===== src/rtl/piso_shift_tx.sv =====
// rtl/piso_shift_tx.sv - parallel-in serial-out transmitter with busy/done framing
// Emits one bit of a captured word per enabled clock on a complementary Q/not_Q pair.
module piso_shift_tx #(
  parameter int WIDTH     = 8,
  parameter bit MSB_FIRST = 1'b0
) (
  input  logic             Clk,
  input  logic             not_Rst,
  input  logic             Load,
  input  logic [WIDTH-1:0] D,
  input  logic             En,
  output logic             Q,
  output logic             not_Q,
  output logic             Ready,
  output logic             Busy,
  output logic             Done
);

  localparam int CW = $clog2(WIDTH);
  localparam logic [CW-1:0] LAST = CW'(WIDTH - 1);

  typedef enum logic [1:0] {
    ST_IDLE  = 2'd0,
    ST_SHIFT = 2'd1,
    ST_DONE  = 2'd2
  } state_t;

  state_t           state;
  logic [WIDTH-1:0] sreg;
  logic [CW-1:0]    cnt;
  logic             q_r;

  logic [WIDTH-1:0] sreg_next;
  logic             bit_next;
  logic             bit_first;

  // The bit leaving next is already on Q, so the one after it sits one slot inward.
  always_comb begin
    sreg_next = sreg;
    bit_next  = 1'b0;
    bit_first = 1'b0;
    if (MSB_FIRST) begin
      sreg_next = sreg << 1;
      bit_next  = sreg[WIDTH-2];
      bit_first = D[WIDTH-1];
    end else begin
      sreg_next = sreg >> 1;
      bit_next  = sreg[1];
      bit_first = D[0];
    end
  end

  always_ff @(posedge Clk or negedge not_Rst) begin
    if (!not_Rst) begin
      state <= ST_IDLE;
      sreg  <= '0;
      cnt   <= '0;
      q_r   <= 1'b0;
    end else begin
      case (state)
        ST_IDLE: begin
          q_r <= 1'b0;
          if (Load) begin
            sreg  <= D;
            q_r   <= bit_first;
            cnt   <= '0;
            state <= ST_SHIFT;
          end
        end
        ST_SHIFT: begin
          if (En) begin
            if (cnt == LAST) begin
              q_r   <= 1'b0;
              state <= ST_DONE;
            end else begin
              sreg <= sreg_next;
              q_r  <= bit_next;
              cnt  <= cnt + 1'b1;
            end
          end
        end
        ST_DONE: begin
          q_r   <= 1'b0;
          state <= ST_IDLE;
        end
        default: begin
          q_r   <= 1'b0;
          state <= ST_IDLE;
        end
      endcase
    end
  end

  assign Q     = q_r;
  assign not_Q = ~q_r;
  assign Ready = (state == ST_IDLE);
  assign Busy  = (state == ST_SHIFT);
  assign Done  = (state == ST_DONE);

endmodule


===== config.mk =====
export PLATFORM = sky130hd
export DESIGN_NAME = piso_shift_tx
export DESIGN_NICKNAME = d
export VERILOG_FILES = /design/src/rtl/piso_shift_tx.sv
export SDC_FILE = /design/constraint.sdc
export NUM_CORES = 1
export LEC_CHECK = 0
export CAP_MARGIN = 20
export CORE_MARGIN = 3
export CORE_UTILIZATION = 46
export CTS_CLUSTER_SIZE = 25
export DETAILED_ROUTE_END_ITERATION = 10
export PLACE_DENSITY = 0.75
export SYNTH_ARGS = -nofsm -noshare
export SYNTH_HDL_FRONTEND = slang
export SYNTH_SLANG_ARGS = --single-unit

===== constraint.sdc =====
create_clock -name Clk -period 1.8 [get_ports Clk]
set_input_delay 0.36 -clock Clk [delete_from_list [all_inputs] [get_ports Clk]]
set_output_delay 0.36 -clock Clk [all_outputs]
set_load 0.01 [all_outputs]

==> flow_summary_export.csv, run 1 <==
group,metric,value,unit
run_status,status,"completed",
global_routing,track_usage,14.3,%
power_and_ir_drop,pwr-share-comb,51.3,%
worst_setup_path,crit_arrival,1.85,ns
sta,layout_setup_ws,0.109,ns
placement,dp_cells,87,
power_and_ir_drop,p_per_area,1490,mW/mm²
clocking,cts-hold-fix-buffers,0,
detailed_routing,wl_per_cell,13.3,µm
floorplanning,die_area,0.00192,mm²
yosys,netlist_top_cells_area,"dfrtp_1, mux2_2, mux2i_1",
power_and_ir_drop,intPower,932,µW
detailed_routing,drc,0,
clocking,cts_tree,"done",
clocking,cts_setup_buffers,0,
power_and_ir_drop,p_sw_share,31.9,%
job,drv_cap,0,
final_layout,num_antenna_cells,0,
detailed_routing,wl,1210,µm
clocking,clkSlewWorstSetupHoldPaths,0.08,ns
final_layout,areaGrowthSynthToFinish,39.3,%
power_and_ir_drop,power.share.clock,13.0,%
worst_setup_path,r2r-start,"cnt[0]",
yosys,yosysTopAreaCellShare,49.3,%
placement,place.gp.congestion,0.733,
sta,worstMarginPinSlew,0.569,ns
yosys,synth_area,659,µm²
worst_setup_path,critPathKind,"flip-flop to flip-flop",
sta,finalMaxSlewViolations,0,
floorplanning,die_w,43.9,µm
floorplanning,row_count,13,
final_layout,drive_gt1_share,31.6,%
floorplanning,design.core.area,0.00132,mm²
placement,port_buffers,16,
detailed_routing,viasPerCell,5.10,
global_routing,antenna_found_initial,0,
power_and_ir_drop,p_leak,0.444,nW
yosys,yosys_warnings,0,
global_routing,grt_pass1_wl,1990,µm
final_layout,nets,91,
yosys,yosysUniqueCellTypes,17,
detailed_routing,drtIter0Drc,5,
placement,placed_area,865,µm²
detailed_routing,ant_nets,0,
detailed_routing,firstDrtPassIters,2,
sta,period_minus_slack,1.69,ns
floorplanning,initial_core_util,50.0,%
placement,dp_hpwl,895,µm
clocking,clk_latency,0.27,ns
sta,fin_hold_ws,0.446,ns
floorplanning,fp.dieH,43.9,µm
power_and_ir_drop,power_frac_seq,35.7,%
worst_setup_path,cp-start-kind,"flip-flop",
floorplanning,io_pins,17,
worst_hold_path,hold_class,"input pin to async pin",
global_routing,grt_max_degree,14,
placement,place_ws,-0.0335,ns
yosys,synth_area_leader_cell,"dfrtp_1",
worst_setup_path,cp.required,1.96,ns
yosys,seq_area_frac_synth,49.3,%
sta,skew,0.00274,ns
final_layout,final_cell_area,918,µm²
final_layout,layout.cells.non_filler,91,
detailed_routing,route.vias.total,464,
worst_setup_path,reg2reg_slack,0.11,ns
yosys,synth-seq-cells,13,
worst_setup_path,ff2ff_path_depth,5,
sta,finalCritPeriodShare,94.0,%
global_routing,grt_pass1_vias,473,
clocking,cts.sinks,13,
clocking,clock_path_buffers,2,
yosys,avgSynthCellArea,12.7,µm²
sta,hold_viol,0,
sta,setup_viol,0,
yosys,syn-num-nets,66,
worst_setup_path,r2r_end,"sreg[2]",
sta,fmax,591,MHz
clocking,numCtsBuffers,3,
worst_setup_path,cp-end-kind,"flip-flop",
yosys,synthCells,52,
final_layout,n_fill_cell,98,
sta,rsz0062_at_grt,"false",
power_and_ir_drop,switchingPower,437,µW
power_and_ir_drop,total_power,1.37,mW
clocking,cts-root-buf,"clkbuf_4",
clocking,htreeDepth,1,
sta,slew_headroom,62.0,%
power_and_ir_drop,peakVddDrop,0.857,mV
global_routing,grt.overflow.total,0,
worst_setup_path,critical_path.max_fanout,8,
## cell usage after synthesis (all sizes together)
cell	count
a21oi	2
a311oi	1
and3	1
buf	1
dfrtp	13
ha	2
inv	3
mux2	13
mux2i	3
nand2	4
nand2b	2
nand3b	1
nand4bb	1
nor2	1
nor2b	3
o21ai	1
## power groups by stage
stage	sequential (mW)	clock [mW]	combinational (mW)
floorplan	0.495	0	0.456
global placement	0.488	0	0.677
detailed placement	0.497	0	0.688
CTS	0.489	0.182	0.692
global route	0.506	0.195	0.782
finish	0.489	0.178	0.703
## what timing repair did
item                       4_1_cts  5_1_grt
gates resized for setup          1        4
pin swaps                        0        0
gates cloned                     0        0
setup endpoints to repair        1       11
## worst max path at each step
| stage | cells after the start | slack [ns] | startpoint | to |
|---|---|---|---|---|
| floorplan | 5 | 0.14 | cnt[0] | sreg[1] |
| global placement | 4 | -0.03 | Load | sreg[7] |
| detailed placement | 4 | -0.03 | Load | sreg[4] |
| CTS | 3 | 0.002 | state[0] | Ready |
| global route | 5 | 0.04 | cnt[0] | sreg[7] |
| finish | 5 | 0.11 | cnt[0] | sreg[2] |
## routing by layer
| layer | vias up | wire, µm | track usage [%] | share of wire, % |
|---|---|---|---|---|
| li1 | 230 | - | - | - |
| met1 | 222 | 521 | 19.8 | 43 |
| met2 | 10 | 616 | 21.5 | 51 |
| met3 | 2 | 54 | 3.73 | 4.5 |
| met4 | 0 | 16 | 5.42 | 1.3 |
| met5 | - | 0 | 0 | 0 |
## worst max-delay path: stages, from the launching register on
cell and delay, ns:
dfrtp_1 0.40, ha_1 0.20, ha_1 0.22, nand4bb_4 0.23
o21ai_4 0.15, mux2_2 0.37
## state kept, by name (all words and copies together), names as in the netlist
signal,cells
sreg,7
Q,1
cnt,3
state,2
## cells in the final DEF (no fill, tap or decap)
cell type	count
nand3b_1	1
a311oi_1	1
nor2_1	1
dlygate4sd2_1	1
nand2b_1	1
mux2i_1	3
dfrtp_1	13
nor2b_1	3
and3_1	1
clkbuf_4	3
clkbuf_1	1
o21ai_4	1
mux2_2	13
dlymetal6s2s_1	2
nand4bb_4	1
nand2b_4	1
a21oi_1	2
buf_4	5
inv_1	3
nand2_1	4
ha_1	2
clkdlybuf4s50_1	13
## through the flow
| step | TNS (ns) | util, % |
|---|---|---|
| 3_5_place_dp | -0.205 | 65.6 |
| 6_report | 0 | 69.7 |
| 3_3_place_gp | -0.158 | 65.6 |
| 2_1_floorplan | 0 | - |
| 4_1_cts | 0 | 67.5 |
| 5_1_grt | 0 | 69.7 |
## final cells by class
cell class	instances	area [µm²]	share of cell area, %
timing repair buffer	21	201	21.9
inverter	3	11.3	1.23
clock buffer	4	26.3	2.86
tap	15	18.8	2.04
multi-input combinational	35	335	36.5
sequential	13	325	35.4
## cells by family (layout without fill, tap and decap cells)
logic type      count (synthesis)  count (layout)  share of synthesized area [%]
mux                            16              16                           26.8
flops                          13              13                           49.3
simple gates                   13              13                           12.5
compound gates                  4               4                           4.18
buf+inv                         4              28                           3.42
fa+ha+maj                       2               2                           3.79
No activity file was read; power rests on OpenSTA's default activity.
==> run 2, diff against run 1 <==
--- a/config.mk
+++ b/config.mk
@@ -5,9 +5,10 @@
 export SDC_FILE = /design/constraint.sdc
 export NUM_CORES = 1
 export LEC_CHECK = 0
+export ABC_AREA = 1
 export CAP_MARGIN = 20
 export CORE_MARGIN = 3
-export CORE_UTILIZATION = 46
+export CORE_UTILIZATION = 47
 export CTS_CLUSTER_SIZE = 25
 export DETAILED_ROUTE_END_ITERATION = 10
 export PLACE_DENSITY = 0.75
==> run 2 against run 1 <==
Fmax decreased by 1.2%. Power decreased by 3.5%. Final cell count increased by 48%. Clock skew increased by 0.0010 ns. Combinational power decreased by 5.8%. Synthesized area increased by 9.1%. Utilization increased by 0.075 points. Via count increased by 39%. Sequential power decreased by 1%. Clock power about the same. Highest routed layer unchanged.
==> flow_summary_export.csv, run 2 <==
group,metric,value,unit
floorplanning,io_pins,17,
sta,period_minus_slack,1.71,ns
worst_setup_path,cp.required,1.44,ns
final_layout,top_regs,"sreg (7), cnt (3), state (2)",
final_layout,regMostFlops,"sreg",
sta,worstMarginPinSlew,0.260,ns
final_layout,drive_gt1_share,16.7,%
detailed_routing,wl,1480,µm
power_and_ir_drop,intPower,783,µW
yosys,yosysTopAreaCellShare,45.2,%
clocking,cts-root-buf,"clkbuf_4",
global_routing,grt.overflow.total,0,
sta,finalCritPeriodShare,95.1,%
clocking,clkSlewWorstSetupHoldPaths,0.08,ns
yosys,synth_edf_count,0,
floorplanning,fp.dieH,45.1,µm
global_routing,grt_pass1_wl,2570,µm
sta,setup_viol,0,
worst_setup_path,critical_path.max_fanout,3,
power_and_ir_drop,power.share.clock,13.3,%
worst_setup_path,critPathKind,"flip-flop to primary output",
clocking,htreeDepth,1,
run_status,status,"completed",
detailed_routing,wl_per_cell,11.0,µm
clocking,clk_latency,0.27,ns
power_and_ir_drop,pwr-share-comb,50.1,%
detailed_routing,route.vias.total,647,
final_layout,n_fill_cell,118,
final_layout,areaGrowthSynthToFinish,32.5,%
worst_setup_path,cp-start-kind,"flip-flop",
yosys,async_flop_share,100,%
floorplanning,design.core.area,0.00137,mm²
power_and_ir_drop,p_per_area,1390,mW/mm²
power_and_ir_drop,switchingPower,539,µW
detailed_routing,drtIter0Drc,12,
final_layout,final_common_cell,"nand2_1",
placement,port_buffers,16,
placement,place.gp.congestion,0.863,
yosys,yosys_warnings,0,
clocking,cts_tree,"done",
sta,fin_tns_setup,0,ns
yosys,avgSynthCellArea,7.42,µm²
floorplanning,initial_core_util,52.7,%
global_routing,grt_pass1_vias,632,
global_routing,antenna_found_initial,0,
worst_setup_path,crit_arrival,1.35,ns
final_layout,final_cell_mix,"nand2_1, clkdlybuf4s50_1, dfrtp_1",
yosys,netlist_top_cells_area,"dfrtp_1, nand2_1, inv_1",
final_layout,largest_reg_flops,7,
yosys,synth.most_common_cell,"nand2_1",
yosys,seq_area_frac_synth,45.2,%
clocking,numCtsBuffers,3,
power_and_ir_drop,peakVddDrop,0.947,mV
worst_hold_path,hold_class,"input pin to async pin",
clocking,cts.sinks,13,
power_and_ir_drop,p_sw_share,40.7,%
floorplanning,die_w,45.1,µm
sta,fin_hold_ws,0.385,ns
floorplanning,row_count,13,
final_layout,num_antenna_cells,0,
yosys,yosysUniqueCellTypes,17,
placement,dp_hpwl,1100,µm
detailed_routing,drc,0,
clocking,clock_path_buffers,2,
global_routing,grt_max_degree,14,
power_and_ir_drop,p_leak,0.538,nW
sta,skew,0.00374,ns
power_and_ir_drop,power_frac_seq,36.6,%
yosys,synth_area_leader_cell,"dfrtp_1",
floorplanning,die_area,0.00204,mm²
power_and_ir_drop,total_power,1.32,mW
detailed_routing,firstDrtPassIters,4,
global_routing,track_usage,18.1,%
sta,hold_viol,0,
sta,rsz0062_at_grt,"false",
sta,slew_headroom,82.6,%
yosys,syn-num-nets,111,
yosys,synth_common_cells,"nand2_1, dfrtp_1, inv_1, nor2_1, inv_2",
detailed_routing,viasPerCell,4.79,
yosys,synth_area,719,µm²
yosys,synth-main-ff-cell,"dfrtp_1",
sta,fmax,584,MHz
final_layout,fin_util,69.8,%
job,drv_cap,0,
worst_setup_path,cp-end-kind,"primary output",
detailed_routing,ant_nets,0,
sta,finalMaxSlewViolations,0,
final_layout,nets,135,
yosys,synth-seq-cells,13,
yosys,synthCells,97,
-- run 2: cells by family after synthesis --
group	share of synthesized area, %
and+or+nand+nor	42.8
buffers and inverters	6.78
DFF	45.2
adders and majority gates	3.48
AOI/OAI and AO/OA	1.74
-- run 2: through the flow --
step                      area, µm²  std cells  worst slack, ns
after floorplan                 719         97            0.385
after detailed placement        906        129            0.195
after global routing            953        135           0.0106
final                           953        135           0.0876
after CTS                       938        133           0.0403
after global placement          906        129            0.245
-- run 2: power groups by stage --
| stage | sequential (mW) | combinational, mW | clock (mW) |
|---|---|---|---|
| detailed placement | 0.492 | 0.645 | 0 |
| global route | 0.502 | 0.763 | 0.196 |
| finish | 0.484 | 0.662 | 0.176 |
| global placement | 0.494 | 0.625 | 0 |
| CTS | 0.493 | 0.645 | 0.184 |
| floorplan | 0.482 | 0.448 | 0 |
-- run 2: area by class of cell --
cell class | count | area, µm² | share of cell area (%)
clock buffers | 4 | 26.3 | 2.76
inverters | 11 | 41.3 | 4.33
multi-input cells | 72 | 350 | 36.7
flip-flops and latches | 13 | 328 | 34.4
well taps | 15 | 18.8 | 1.97
repair buffers | 20 | 189 | 19.8
-- run 2: path summary, 6_finish.rpt --
kind	start	cells after the start	slack, ns	endpoint
min in group Clk	sreg[5]	2	0.49	sreg[5]
setup / recovery	state[1]	2	0.09	Busy
setup reg to reg	cnt[0]	6	0.18	cnt[2]
hold reg to reg	sreg[5]	2	0.49	sreg[5]
hold / removal	not_Rst	2	0.39	sreg[6]
max in group asynchronous	not_Rst	2	1.24	state[0]
-- run 2: timing repair --
action | CTS | global route
gates resized for setup | 4 | 0
gates cloned | 0 | 0
endpoints found under the setup margin | 1 | 2
setup buffers | 0 | 2
hold buffers | 0 | 0
pin swaps | 0 | 0
-- run 2: per-layer routing --
layer	up-vias	share of wire, %	global-route usage (%)
li1	341	-	-
met1	289	45	19.3
met2	15	48	32.5
met3	2	5.4	3.59
met4	0	1.0	10.5
met5	-	0	0
-- run 2: worst max-delay path, cell delays in order (launching register included) --
cell             delay, ns
dfrtp_2               0.44
nor2_4                0.12
clkdlybuf4s50_1       0.53
==> run 3, diff against run 2 <==
--- a/config.mk
+++ b/config.mk
@@ -12,6 +12,7 @@
 export CTS_CLUSTER_SIZE = 25
 export DETAILED_ROUTE_END_ITERATION = 10
 export PLACE_DENSITY = 0.75
+export SKIP_CTS_REPAIR_TIMING = 1
 export SYNTH_ARGS = -nofsm -noshare
 export SYNTH_HDL_FRONTEND = slang
 export SYNTH_SLANG_ARGS = --single-unit
==> run 3 against run 2 <==
Final cell count did not move. Power hardly changed. Flip-flop and latch count unchanged. Global-route usage shrank 0.083 points. Setup slack improved by 0.095 ns. Clock power hardly changed. Combinational power down 0.9%. Fmax is 5.8% higher. Die area unchanged. Largest cell class unchanged.
==> flow_summary_export.csv, run 3 (same netlist as run 2, synthesis figures left out) <==
group,metric,value,unit
detailed_routing,ant_nets,0,
global_routing,grt_max_degree,14,
job,drv_cap,0,
sta,slew_headroom,82.7,%
power_and_ir_drop,power.share.clock,13.3,%
worst_setup_path,cp.required,1.96,ns
worst_setup_path,cp_slowest_cell,"dfrtp_1",
detailed_routing,wl,1480,µm
clocking,clkSlewWorstSetupHoldPaths,0.08,ns
final_layout,num_antenna_cells,0,
detailed_routing,firstDrtPassIters,4,
detailed_routing,viasPerCell,4.80,
worst_setup_path,path_cells,"ha_1 -> ha_1 -> a21oi_1 -> nand3_2 -> nand2_1 -> nand2_1",
final_layout,largest_reg_flops,7,
power_and_ir_drop,p_sw_share,40.7,%
run_status,status,"completed",
sta,fmax,618,MHz
power_and_ir_drop,p_per_area,1370,mW/mm²
floorplanning,die_w,45.1,µm
power_and_ir_drop,peakVddDrop,0.947,mV
clocking,numCtsBuffers,3,
placement,dp_cells,129,
detailed_routing,drtIter0Drc,12,
detailed_routing,drc,0,
final_layout,final_common_cell,"nand2_1",
worst_setup_path,critPathKind,"flip-flop to flip-flop",
worst_hold_path,hold_class,"input pin to async pin",
sta,rsz0062_at_grt,"false",
global_routing,grt_pass1_vias,633,
placement,place_ws,0.195,ns
clocking,cts_tree,"done",
power_and_ir_drop,switchingPower,538,µW
global_routing,antenna_found_initial,0,
worst_setup_path,critPathTopFamily,"simple AND/OR/NAND/NOR gates",
worst_setup_path,cp-start-kind,"flip-flop",
sta,finalMaxSlewViolations,0,
floorplanning,io_pins,17,
sta,layout_setup_ws,0.182,ns
detailed_routing,route.vias.total,648,
placement,place.gp.congestion,0.863,
final_layout,top_regs,"sreg (7), cnt (3), state (2)",
worst_setup_path,cp-end-kind,"flip-flop",
clocking,cts.sinks,13,
floorplanning,die_area,0.00204,mm²
final_layout,nets,135,
sta,setup_viol,0,
global_routing,grt.overflow.total,0,
clocking,cts-root-buf,"clkbuf_4",
final_layout,layout.cells.non_filler,135,
clocking,htreeDepth,1,
floorplanning,design.core.area,0.00137,mm²
worst_setup_path,crit_arrival,1.78,ns
sta,finalCritPeriodShare,89.9,%
sta,fin_tns_setup,0,ns
floorplanning,row_count,13,
floorplanning,fp.dieH,45.1,µm
clocking,clk_latency,0.27,ns
sta,fin_hold_ws,0.385,ns
floorplanning,initial_core_util,52.7,%
final_layout,n_fill_cell,117,
final_layout,drive_gt1_share,16.7,%
clocking,clock_path_buffers,2,
sta,hold_viol,0,
worst_setup_path,critPathMaxStageDelay,0.40,ns
placement,dp_hpwl,1100,µm
sta,worstMarginPinSlew,0.259,ns
detailed_routing,wl_per_cell,10.9,µm
power_and_ir_drop,intPower,783,µW
worst_setup_path,critical_path.max_fanout,10,
power_and_ir_drop,pwr-share-comb,49.6,%
global_routing,grt_pass1_wl,2560,µm
worst_setup_path,crit_buf_inv,0,
final_layout,areaGrowthSynthToFinish,33.7,%
power_and_ir_drop,power_frac_seq,37.1,%
placement,port_buffers,16,
final_layout,regMostFlops,"sreg",
final_layout,final_cell_mix,"nand2_1, clkdlybuf4s50_1, dfrtp_1",
power_and_ir_drop,p_leak,0.571,nW
sta,skew,0.00374,ns
global_routing,track_usage,18.0,%
sta,period_minus_slack,1.62,ns
==> run 3: cell count changes in the layout (fill, tap and decap cells not counted) <==
cell and change:
clkdlybuf4s50_1 -2, dlygate4sd2_1 -1, dlymetal6s2s_1 +3
==> run 3: power groups by stage <==
stage	Clock, mW	Combinational (mW)	Sequential, mW
final	0.176	0.656	0.489
after global routing	0.196	0.756	0.507
after CTS	0.185	0.647	0.488
after detailed placement	0	0.645	0.492
after global placement	0	0.625	0.494
after floorplan	0	0.448	0.482
==> run 3: final cells by class <==
| cell class | instances | area, µm² | share of cell area [%] |
|---|---|---|---|
| Multi-Input combinational cell | 72 | 350 | 36.4 |
| Sequential cell | 13 | 328 | 34.1 |
| Clock buffer | 4 | 26.3 | 2.73 |
| Tap cell | 15 | 18.8 | 1.95 |
| Inverter | 11 | 41.3 | 4.29 |
| Timing Repair Buffer | 20 | 198 | 20.5 |
==> run 3: metrics by stage <==
stage | power (mW) | utilization, % | instance area, µm²
floorplan | 0.930 | - | 719
global placement | 1.12 | 66.3 | 906
detailed placement | 1.14 | 66.3 | 906
CTS | 1.32 | 68.2 | 932
global route | 1.46 | 70.4 | 962
finish | 1.32 | 70.4 | 962
==> run 3: final timing paths <==
kind / start / endpoint / slack (ns) / cells past startpoint
worst max-delay path: cnt[0] / cnt[2] / 0.18 / 6
worst min-delay path: not_Rst / sreg[6] / 0.39 / 2
worst max register to register: cnt[0] / cnt[2] / 0.18 / 6
worst min register to register: sreg[5] / sreg[5] / 0.49 / 2
max in group asynchronous: not_Rst / state[0] / 1.24 / 2
min in group Clk: sreg[5] / sreg[5] / 0.49 / 2
==> run 3: layer usage <==
layer  global-route usage (%)  wire [µm]  up-vias
met5                        0          0        -
met4                     10.5         15        0
li1                         -          -      341
met3                     3.59         80        2
met1                     19.0        672      290
met2                     32.5        710       15
